==> src/rtl/adc_scan_pkg.sv <==
// Shared constants and state type for the ADC scan controller.
// Frame timing: address bits go out at cnt 2..4, result bits arrive at cnt 4..15.
package adc_scan_pkg;

    localparam int FRAME_LEN = 16;
    localparam int ADC_RES   = 12;

    localparam logic [3:0] ADDR2_CNT      = 4'd2;
    localparam logic [3:0] ADDR1_CNT      = 4'd3;
    localparam logic [3:0] ADDR0_CNT      = 4'd4;
    localparam logic [3:0] DATA_FIRST_CNT = 4'd4;
    localparam logic [3:0] DATA_LAST_CNT  = 4'(FRAME_LEN - 1);

    typedef enum logic [1:0] {
        IDLE,
        PRIME,
        RUN
    } scan_state_t;

endpackage

==> src/rtl/adc_ch_sel.sv <==
// Next-channel picker: the lowest set mask bit strictly above cur, else the
// lowest set bit overall. Passing cur = 7 therefore yields the first channel.
module adc_ch_sel #(
    parameter int NUM_CH = 8
) (
    input  logic [NUM_CH-1:0] mask,
    input  logic [2:0]        cur,
    output logic [2:0]        next
);

    logic [2:0] lowest;
    logic [2:0] above;
    logic       has_above;

    // Scanning downward leaves the smallest qualifying index in each result.
    always_comb begin
        lowest    = 3'd0;
        above     = 3'd0;
        has_above = 1'b0;
        for (int i = NUM_CH - 1; i >= 0; i--) begin
            if (mask[i]) begin
                lowest = 3'(i);
                if (3'(i) > cur) begin
                    above     = 3'(i);
                    has_above = 1'b1;
                end
            end
        end
        next = has_above ? above : lowest;
    end

endmodule

==> src/rtl/adc_scan_ctrl.sv <==
// Round-robin scan controller for a 16-clock serial ADC with a per-channel result bank.
// Define ADC_SCAN_AVG_EN to turn bank updates into a 1/4-weight running average.
module adc_scan_ctrl #(
    parameter int NUM_CH = 8,
    parameter int DATA_W = 12
) (
    input  logic              sclk,
    input  logic              rst,
    input  logic              en,
    input  logic [NUM_CH-1:0] ch_mask,
    input  logic [2:0]        rd_addr,
    output logic [DATA_W-1:0] rd_data,
    output logic              rd_valid,
    input  logic              din,
    output logic              dout,
    output logic              csn,
    output logic              smp_stb,
    output logic [2:0]        smp_ch,
    output logic [DATA_W-1:0] smp_data
);

    import adc_scan_pkg::*;

    scan_state_t         state;
    logic [3:0]          cnt;
    logic [2:0]          cur_ch;
    logic [2:0]          prev_ch;
    logic [ADC_RES-2:0]  shift;
    logic [DATA_W-1:0]   bank [NUM_CH];
    logic [NUM_CH-1:0]   valid;

    logic                mask_any;
    logic [2:0]          sel_cur;
    logic [2:0]          next_ch;
    logic [ADC_RES-1:0]  word;
    logic [DATA_W-1:0]   x;
    logic [DATA_W-1:0]   new_val;

    assign mask_any = |ch_mask;
    assign sel_cur  = (state == IDLE) ? 3'd7 : cur_ch;

    adc_ch_sel #(
        .NUM_CH (NUM_CH)
    ) u_ch_sel (
        .mask (ch_mask),
        .cur  (sel_cur),
        .next (next_ch)
    );

    // The shift register holds the first 11 bits; the last one is taken live from din.
    assign word = {shift, din};
    assign x    = word[ADC_RES-1 -: DATA_W];

`ifdef ADC_SCAN_AVG_EN
    logic [DATA_W-1:0]        bank_prev;
    logic                     prev_valid;
    logic signed [DATA_W:0]   diff;
    logic signed [DATA_W:0]   step;
    logic [DATA_W-1:0]        avg;

    always_comb begin
        bank_prev  = '0;
        prev_valid = 1'b0;
        for (int i = 0; i < NUM_CH; i++) begin
            if (3'(i) == prev_ch) begin
                bank_prev  = bank[i];
                prev_valid = valid[i];
            end
        end
    end

    // Result always lies between old and new sample, so truncation cannot wrap.
    assign diff    = $signed({1'b0, x}) - $signed({1'b0, bank_prev});
    assign step    = diff >>> 2;
    assign avg     = DATA_W'($unsigned({1'b0, bank_prev}) + $unsigned(step));
    assign new_val = prev_valid ? avg : x;
`else
    assign new_val = x;
`endif

    assign csn = (state == IDLE);

    always_comb begin
        dout = 1'b0;
        if (cnt == ADDR2_CNT) begin
            dout = cur_ch[2];
        end else if (cnt == ADDR1_CNT) begin
            dout = cur_ch[1];
        end else if (cnt == ADDR0_CNT) begin
            dout = cur_ch[0];
        end
    end

    always_comb begin
        rd_data  = '0;
        rd_valid = 1'b0;
        for (int i = 0; i < NUM_CH; i++) begin
            if (3'(i) == rd_addr) begin
                rd_data  = bank[i];
                rd_valid = valid[i];
            end
        end
    end

    // Data arriving in a frame belongs to the channel addressed one frame earlier,
    // so the PRIME frame only addresses and RUN frames store for prev_ch.
    always_ff @(posedge sclk or negedge rst) begin
        if (!rst) begin
            state    <= IDLE;
            cnt      <= '0;
            cur_ch   <= '0;
            prev_ch  <= '0;
            shift    <= '0;
            smp_stb  <= 1'b0;
            smp_ch   <= '0;
            smp_data <= '0;
            valid    <= '0;
            for (int i = 0; i < NUM_CH; i++) begin
                bank[i] <= '0;
            end
        end else begin
            smp_stb <= 1'b0;
            case (state)
                IDLE: begin
                    cnt <= '0;
                    if (en && mask_any) begin
                        state  <= PRIME;
                        cur_ch <= next_ch;
                    end
                end
                PRIME, RUN: begin
                    cnt <= cnt + 4'd1;
                    if (cnt >= DATA_FIRST_CNT) begin
                        shift <= word[ADC_RES-2:0];
                    end
                    if (cnt == DATA_LAST_CNT) begin
                        prev_ch <= cur_ch;
                        if (mask_any) begin
                            cur_ch <= next_ch;
                        end
                        if (state == RUN) begin
                            smp_stb  <= 1'b1;
                            smp_ch   <= prev_ch;
                            smp_data <= new_val;
                            for (int i = 0; i < NUM_CH; i++) begin
                                if (3'(i) == prev_ch) begin
                                    bank[i]  <= new_val;
                                    valid[i] <= 1'b1;
                                end
                            end
                            if (!en || !mask_any) begin
                                state <= IDLE;
                            end
                        end else begin
                            state <= RUN;
                        end
                    end
                end
                default: begin
                    state <= IDLE;
                end
            endcase
        end
    end

endmodule

==> config.mk <==
export PLATFORM = sky130hd
export DESIGN_NAME = adc_scan_ctrl
export DESIGN_NICKNAME = d
export VERILOG_FILES = /design/src/rtl/adc_scan_pkg.sv /design/src/rtl/adc_ch_sel.sv /design/src/rtl/adc_scan_ctrl.sv
export SDC_FILE = /design/constraint.sdc
export NUM_CORES = 1
export LEC_CHECK = 0
export ABC_CLOCK_PERIOD_IN_PS = 2550
export BUFFER_PORTS_ARGS = -buffer_cell sky130_fd_sc_hd__buf_4
export CAP_MARGIN = 5
export CORE_UTILIZATION = 34
export CTS_CLUSTER_DIAMETER = 40
export DETAILED_ROUTE_END_ITERATION = 10
export PLACE_DENSITY = 0.5
export SLEW_MARGIN = 25
export SYNTH_ARGS = -nofsm -noshare
export SYNTH_HDL_FRONTEND = slang
export SYNTH_HIERARCHICAL = 1
export SYNTH_SLANG_ARGS = --single-unit
==> constraint.sdc <==
create_clock -name sclk -period 2.55 [get_ports sclk]
set_input_delay 0.6375 -clock sclk [delete_from_list [all_inputs] [get_ports sclk]]
set_output_delay 0.6375 -clock sclk [all_outputs]
set_load 0.05 [all_outputs]
==> impl_metrics.env, run 1 <==
export IMPL_first_pass_iters=4
export IMPL_antenna_found_initial=0
export IMPL_p_per_area_mw_per_mm2=717
export IMPL_die_h_um=144
export IMPL_drive_gt1_share_pct=47.2
export IMPL_antennaDiodeCount=0
export IMPL_critPathRequiredTime_ns=1.91
export IMPL_start_util_pct=35.0
export IMPL_worst_setup_path_start_kind="primary input"
export IMPL_final_cell_mix="dfrtp_1 (142), mux2_2 (116), nand2_1 (60)"
export IMPL_power_frac_seq_pct=40.8
export IMPL_combPwrFrac_pct=19.8
export IMPL_crit_fanout=16
export IMPL_cts_made_buffers=17
export IMPL_finalNetCount=628
export IMPL_ys_ff_latch=143
export IMPL_swShare_pct=29.3
export IMPL_p_switching_mw=1.82
export IMPL_postSynthAreaPerCell_um2=12.5
export IMPL_io_buffers=45
export IMPL_path_class="primary input to primary output"
export IMPL_synth_net_count=574
export IMPL_viasPerCell=5.17
export IMPL_internal_power_mw=4.38
export IMPL_synthCells=552
export IMPL_relSlewSlack_pct=57.6
export IMPL_maxCapViolations=0
export IMPL_wl_per_cell_um=19.2
export IMPL_wirelength_um=16900
export IMPL_r2r_cells=8
export IMPL_dpl_hpwl_um=10800
export IMPL_status="finished, final reports clean"
export IMPL_htreeDepth=4
export IMPL_fin_crit_ns=2.51
export IMPL_overflow=0
export IMPL_synth_ff_type="dfrtp_1"
export IMPL_seq_area_frac_synth_pct=52.0
export IMPL_grt_max_degree=58
export IMPL_io_pins=46
export IMPL_period_share_pct=98.6
export IMPL_final_cells=884
export IMPL_clockPowerShare_pct=39.4
export IMPL_die_w_um=144
export IMPL_cts_sinks=143
export IMPL_worst_pin_slew_ns=0.636
export IMPL_final_common_cell="dfrtp_1"
export IMPL_drc=0
export IMPL_core_mm2=0.0197
export IMPL_ant_nets=0
export IMPL_cts_buffer_depth=2
export IMPL_ir_drop_uv=386
export IMPL_finalSetupViolations=0
export IMPL_regToRegEndpoint="cur_ch[1]"
export IMPL_rsz0062_at_grt="yes"
export IMPL_hold_class="primary input to async pin"
export IMPL_drt_iter0_markers=208
export IMPL_cts_setup_buffers=0
export IMPL_yosys_warnings=6
export IMPL_p_total_mw=6.20
export IMPL_utilization_pct=44.0
export IMPL_hold_viol=0
export IMPL_dieArea_mm2=0.0208
export IMPL_clock_latency_ns=0.42
export IMPL_cp_end_kind="primary output"
export IMPL_tns_ns=0
export IMPL_cp_arrival_ns=1.88
export IMPL_p_leak_nw=4.15
export IMPL_num_vias=4574
export IMPL_synth_distinct_cells=55
export IMPL_clockRootBuffer="clkbuf_16"
export IMPL_synth_edf_count=0
export IMPL_fmaxAchievable_mhz=398
export IMPL_r2r_start="state[0]"
export IMPL_final_max_slew_viol_count=0
export IMPL_path_clk_slew_ns=0.06
export IMPL_cts_tree="built"
export IMPL_netlist_area_mm2=0.00688
export IMPL_place_congestion=0.780
export IMPL_crit_start="rd_addr[1]"
export IMPL_async_reset_ff_share_pct=100
export IMPL_rrSetupSlack_ns=0.27
export IMPL_fin_skew_ns=0.0166
export IMPL_rows=51
export IMPL_grt_usage_pct=17.5
export IMPL_dpl_cell_count=848
export IMPL_synthToLayoutAreaGrowth_pct=25.7
export IMPL_grt_pass1_vias=4790
export IMPL_grt_pass1_wl_um=27000
export IMPL_cts_hold_buffers=0
-- what timing repair did --
action,in CTS,in global routing
pin swaps,9,8
gates resized for setup,28,26
gates cloned,1,3
setup endpoints to repair,13,26
-- stage by stage --
| stage | worst slack (ns) | hold WS [ns] | instance area (um^2) |
|---|---|---|---|
| after floorplan | 0.0471 | 0.342 | 6990 |
| after CTS | -0.00606 | 0.190 | 8460 |
| after detailed placement | -0.302 | 0.452 | 7720 |
| after global routing | -0.000197 | 0.209 | 8640 |
| after global placement | -0.294 | 0.451 | 7720 |
| final | 0.0363 | 0.170 | 8640 |
-- worst max path at each step --
| stage | depth (start not counted) | endpoint | slack, ns |
|---|---|---|---|
| 2_1_floorplan | 6 | rd_data[7] | 0.05 |
| 3_3_place_gp | 6 | rd_data[1] | -0.29 |
| 3_5_place_dp | 6 | rd_data[1] | -0.30 |
| 4_1_cts | 7 | rd_data[2] | -0.006 |
| 5_1_grt | 8 | rd_data[8] | -0.0002 |
| 6_report | 7 | rd_data[4] | 0.04 |
-- critical path, cell delays in order --
cell,delay [ns]
buf_4,0.15
buf_12,0.16
and2_2,0.24
buf_12,0.17
a211oi_4,0.25
a21oi_4,0.04
buf_4,0.19
-- cell usage after synthesis (3+ instances only) --
cell type / n / share of area [%]
nand2_1: 63 / 3.4
mux2_2: 116 / 19
buf_2: 10 / 0.73
mux2i_1: 21 / 3.1
clkbuf_1: 23 / 1.3
a211oi_1: 10 / 1.1
buf_4: 4 / 0.44
nand2b_1: 6 / 0.55
o21ai_0: 9 / 0.66
nor2_1: 5 / 0.27
ha_1: 7 / 1.3
a221oi_1: 10 / 1.3
nand3_1: 3 / 0.22
a21oi_1: 25 / 1.8
dfrtp_1: 143 / 52
inv_1: 8 / 0.44
mux4_2: 6 / 2.0
buf_1: 5 / 0.27
o2bb2ai_1: 10 / 1.3
a22oi_1: 10 / 1.1
nor2b_1: 5 / 0.45
o31ai_1: 3 / 0.33
buf_6: 5 / 0.82
or2_2: 7 / 0.64
-- final cells by class --
cell class | instances | area (um^2)
multi-input cells | 354 | 3300
clock buffers | 20 | 447
repair buffers | 82 | 815
well taps | 265 | 332
flip-flops and latches | 143 | 3580
inverters | 8 | 30.0
fillers | 1850 | 11000
clock inverters | 12 | 135
-- cells by family after synthesis --
logic type / after synthesis / synth area share [%]
AO/OA/AOI/OAI: 96 / 9.94
adder cells (fa/ha/maj): 7 / 1.27
buffers and inverters: 55 / 3.95
flip-flops: 143 / 52.0
multiplexers: 143 / 24.0
AND/OR/NAND/NOR: 108 / 8.77
-- registers in the layout, indices dropped and copies added, names as in the netlist --
register  count
smp_stb       1
cnt           4
smp_data     12
cur_ch        3
smp_ch        3
valid         8
prev_ch       3
state         2
bank         96
shift        11
-- metal layers --
layer | wire length [um] | GRT usage, % | vias to the layer above | part of all wire, %
li1 | - | - | 2112 | -
met1 | 8020 | 23.5 | 2366 | 47
met2 | 8220 | 28.5 | 78 | 49
met3 | 427 | 3.05 | 18 | 2.5
met4 | 265 | 6.09 | 0 | 1.6
met5 | 0 | 0 | - | 0
-- power by group through the flow --
| stage | sequential, mW | clock [mW] | combinational [mW] |
|---|---|---|---|
| floorplan | 2.46 | 0 | 0.928 |
| global placement | 2.56 | 0 | 1.12 |
| detailed placement | 2.57 | 0 | 1.16 |
| CTS | 2.52 | 2.51 | 1.20 |
| global route | 2.55 | 2.60 | 1.35 |
| finish | 2.53 | 2.44 | 1.23 |
No activity file was read; power rests on OpenSTA's default activity.
==> run 2, diff against run 1 <==
Settings changed: SYNTH_HIERARCHICAL 1 to not set.
==> impl_metrics.env, run 2 <==
export IMPL_tns_ns=-0.116
export IMPL_grt_pass1_vias=4838
export IMPL_synthCells=586
export IMPL_synthToLayoutAreaGrowth_pct=25.1
export IMPL_maxCapViolations=0
export IMPL_dpl_hpwl_um=10900
export IMPL_wirelength_um=16900
export IMPL_p_per_area_mw_per_mm2=714
export IMPL_ant_nets=0
export IMPL_hold_class="primary input to async pin"
export IMPL_cts_tree="built"
export IMPL_synthTopCellsByArea="dfrtp_1 (53%), mux2_2 (17%), nand2_1 (4.4%)"
export IMPL_p_leak_nw=4.16
export IMPL_finalSetupViolations=3
export IMPL_worst_setup_path_start_kind="primary input"
export IMPL_cts_buffer_depth=2
export IMPL_drive_gt1_share_pct=42.4
export IMPL_path_class="primary input to primary output"
export IMPL_fmaxAchievable_mhz=384
export IMPL_yosys_warnings=0
export IMPL_place_congestion=0.815
export IMPL_cpMostUsedCell="buf_12"
export IMPL_ys_ff_latch=143
export IMPL_relSlewSlack_pct=61.3
export IMPL_slowest_stage="o221a_2"
export IMPL_overflow=0
export IMPL_cp_end_kind="primary output"
export IMPL_path_clk_slew_ns=0.06
export IMPL_crit_fanout=5
export IMPL_first_pass_iters=7
export IMPL_antenna_found_initial=0
export IMPL_final_cell_mix="dfrtp_1 (143), mux2_2 (101), nand2_1 (80)"
export IMPL_num_vias=4609
export IMPL_fin_hold_ws_ns=0.176
export IMPL_dieArea_mm2=0.0205
export IMPL_synth_distinct_cells=54
export IMPL_regToRegEndpoint="bank[76]"
export IMPL_synth_commonest_cells="dfrtp_1 (143), mux2_2 (101), nand2_1 (80)"
export IMPL_drt_iter0_markers=172
export IMPL_grt_usage_pct=17.7
export IMPL_yosysMostFrequentCell="dfrtp_1"
export IMPL_core_mm2=0.0195
export IMPL_clock_latency_ns=0.42
export IMPL_cts_sinks=143
export IMPL_fin_skew_ns=0.00988
export IMPL_hold_viol=0
export IMPL_timing_final_ws_setup_ns=-0.0532
export IMPL_max_flop_register="bank"
export IMPL_grt_pass1_wl_um=27000
export IMPL_worst_pin_slew_ns=0.566
export IMPL_rrSetupSlack_ns=0.18
export IMPL_htreeDepth=4
export IMPL_final_common_cell="dfrtp_1"
export IMPL_io_buffers=45
export IMPL_die_w_um=143
export IMPL_violations="setup timing"
export IMPL_start_util_pct=34.8
export IMPL_synth_top_cell_area_share_pct=52.7
export IMPL_slowest_delay_ns=0.29
export IMPL_finalNetCount=664
export IMPL_async_reset_ff_share_pct=100
export IMPL_seq_area_frac_synth_pct=52.7
export IMPL_synth_edf_count=0
export IMPL_postSynthAreaPerCell_um2=11.6
export IMPL_final_max_slew_viol_count=0
export IMPL_drc=0
export IMPL_postPlaceCellArea_mm2=0.00760
export IMPL_synth_ff_type="dfrtp_1"
export IMPL_rsz0062_at_grt="yes"
export IMPL_largest_reg_flops=96
export IMPL_r2r_start="cnt[1]"
export IMPL_r2r_cells=9
export IMPL_p_total_mw=6.06
export IMPL_status="finished with violations"
export IMPL_clockRootBuffer="clkbuf_16"
export IMPL_synth_net_count=608
export IMPL_cp_arrival_ns=1.97
export IMPL_post_synth_top_area_cell="dfrtp_1"
export IMPL_reg_top3="bank x96, smp_data x12, shift x11"
export IMPL_grt_max_degree=57
export IMPL_wl_per_cell_um=18.4
export IMPL_fin_crit_ns=2.60
export IMPL_cts_made_buffers=17
export IMPL_period_share_pct=102
export IMPL_cts_hold_buffers=0
export IMPL_stdcell_area_mm2=0.00849
export IMPL_viasPerCell=5.02
export IMPL_io_pins=46
export IMPL_utilization_pct=43.5
export IMPL_die_h_um=143
export IMPL_critPathRequiredTime_ns=1.91
export IMPL_worstPathCellList="buf_12 -> buf_12 -> buf_12 -> buf_6 -> mux2i_1 -> nor2_1 -> a21oi_1 -> o221a_2 -> o21ai_4 -> buf_6"
export IMPL_ir_drop_uv=415
export IMPL_rows=51
export IMPL_netlist_area_mm2=0.00679
export IMPL_antennaDiodeCount=0
run 2: cell types whose count changed after synthesis, sizes merged, moves of 6 or more:
cell     before  now
nor2          5   40
o221a         0   10
o21ai         9   19
a22oi        10    1
a221oi       11    0
mux4          6    0
a22o          1   13
nand2        63   81
clkbuf       23   29
a211oi       10    1
o2bb2ai      10    1
run 2: worst max path at each step:
stage,startpoint,to,slack (ns),depth (start not counted)
2_1_floorplan,rd_addr[0],rd_data[0],-0.06,5
3_3_place_gp,rd_addr[1],rd_data[8],-0.31,7
6_report,rd_addr[1],rd_data[6],-0.05,10
4_1_cts,rd_addr[1],rd_data[2],-0.12,10
3_5_place_dp,rd_addr[1],rd_data[8],-0.36,7
5_1_grt,rd_addr[0],rd_data[6],-0.1,8
run 2: area by class of cell:
type / instances / area [um^2]
Clock buffer: 26 / 499
Clock inverter: 5 / 78.8
Fill cell: 1870 / 11000
Inverter: 8 / 32.5
Multi-Input combinational cell: 387 / 3150
Sequential cell: 143 / 3580
Tap cell: 265 / 332
Timing Repair Buffer: 85 / 815
run 2: what timing repair did:
item,CTS,global route
gates resized for setup,26,31
endpoints found under the setup margin,13,23
buffers inserted,9,5
cloned,0,1
pin swaps,17,17
run 2: kinds of logic after synthesis:
group	Yosys count	synth area share, %
adder cells (fa/ha/maj)	7	1.29
AO/OA/AOI/OAI	89	9.07
AND/OR/NAND/NOR	162	11.6
multiplexers	129	21.6
buffers and inverters	56	3.76
flip-flops	143	52.7
run 2: per-stage QoR:
step / setup slack, ns / std cells
global route: -0.0989 / 919
finish: -0.0532 / 919
CTS: -0.121 / 916
floorplan: -0.0558 / 586
global placement: -0.309 / 876
detailed placement: -0.359 / 876
run 2: metal layers:
layer	GRT usage, %	up-vias	wire length [um]
met5	0	-	0
met4	5.99	0	237
met3	4.00	23	553
met2	29.7	67	8270
met1	22.6	2359	7840
li1	-	2160	-
run 2: worst max-delay path: cells and delay by family:
kind | cells | cell delay, ns
AO/OA/AOI/OAI | 3 | 0.48
buffers and inverters | 5 | 0.65
multiplexers | 1 | 0.11
AND/OR/NAND/NOR | 1 | 0.10
run 2: where the power goes:
part | internal [mW] | switching [mW]
clock network | 1.54 | 0.914
registers | 2.36 | 0.211
logic | 0.449 | 0.584
total | 4.35 | 1.71
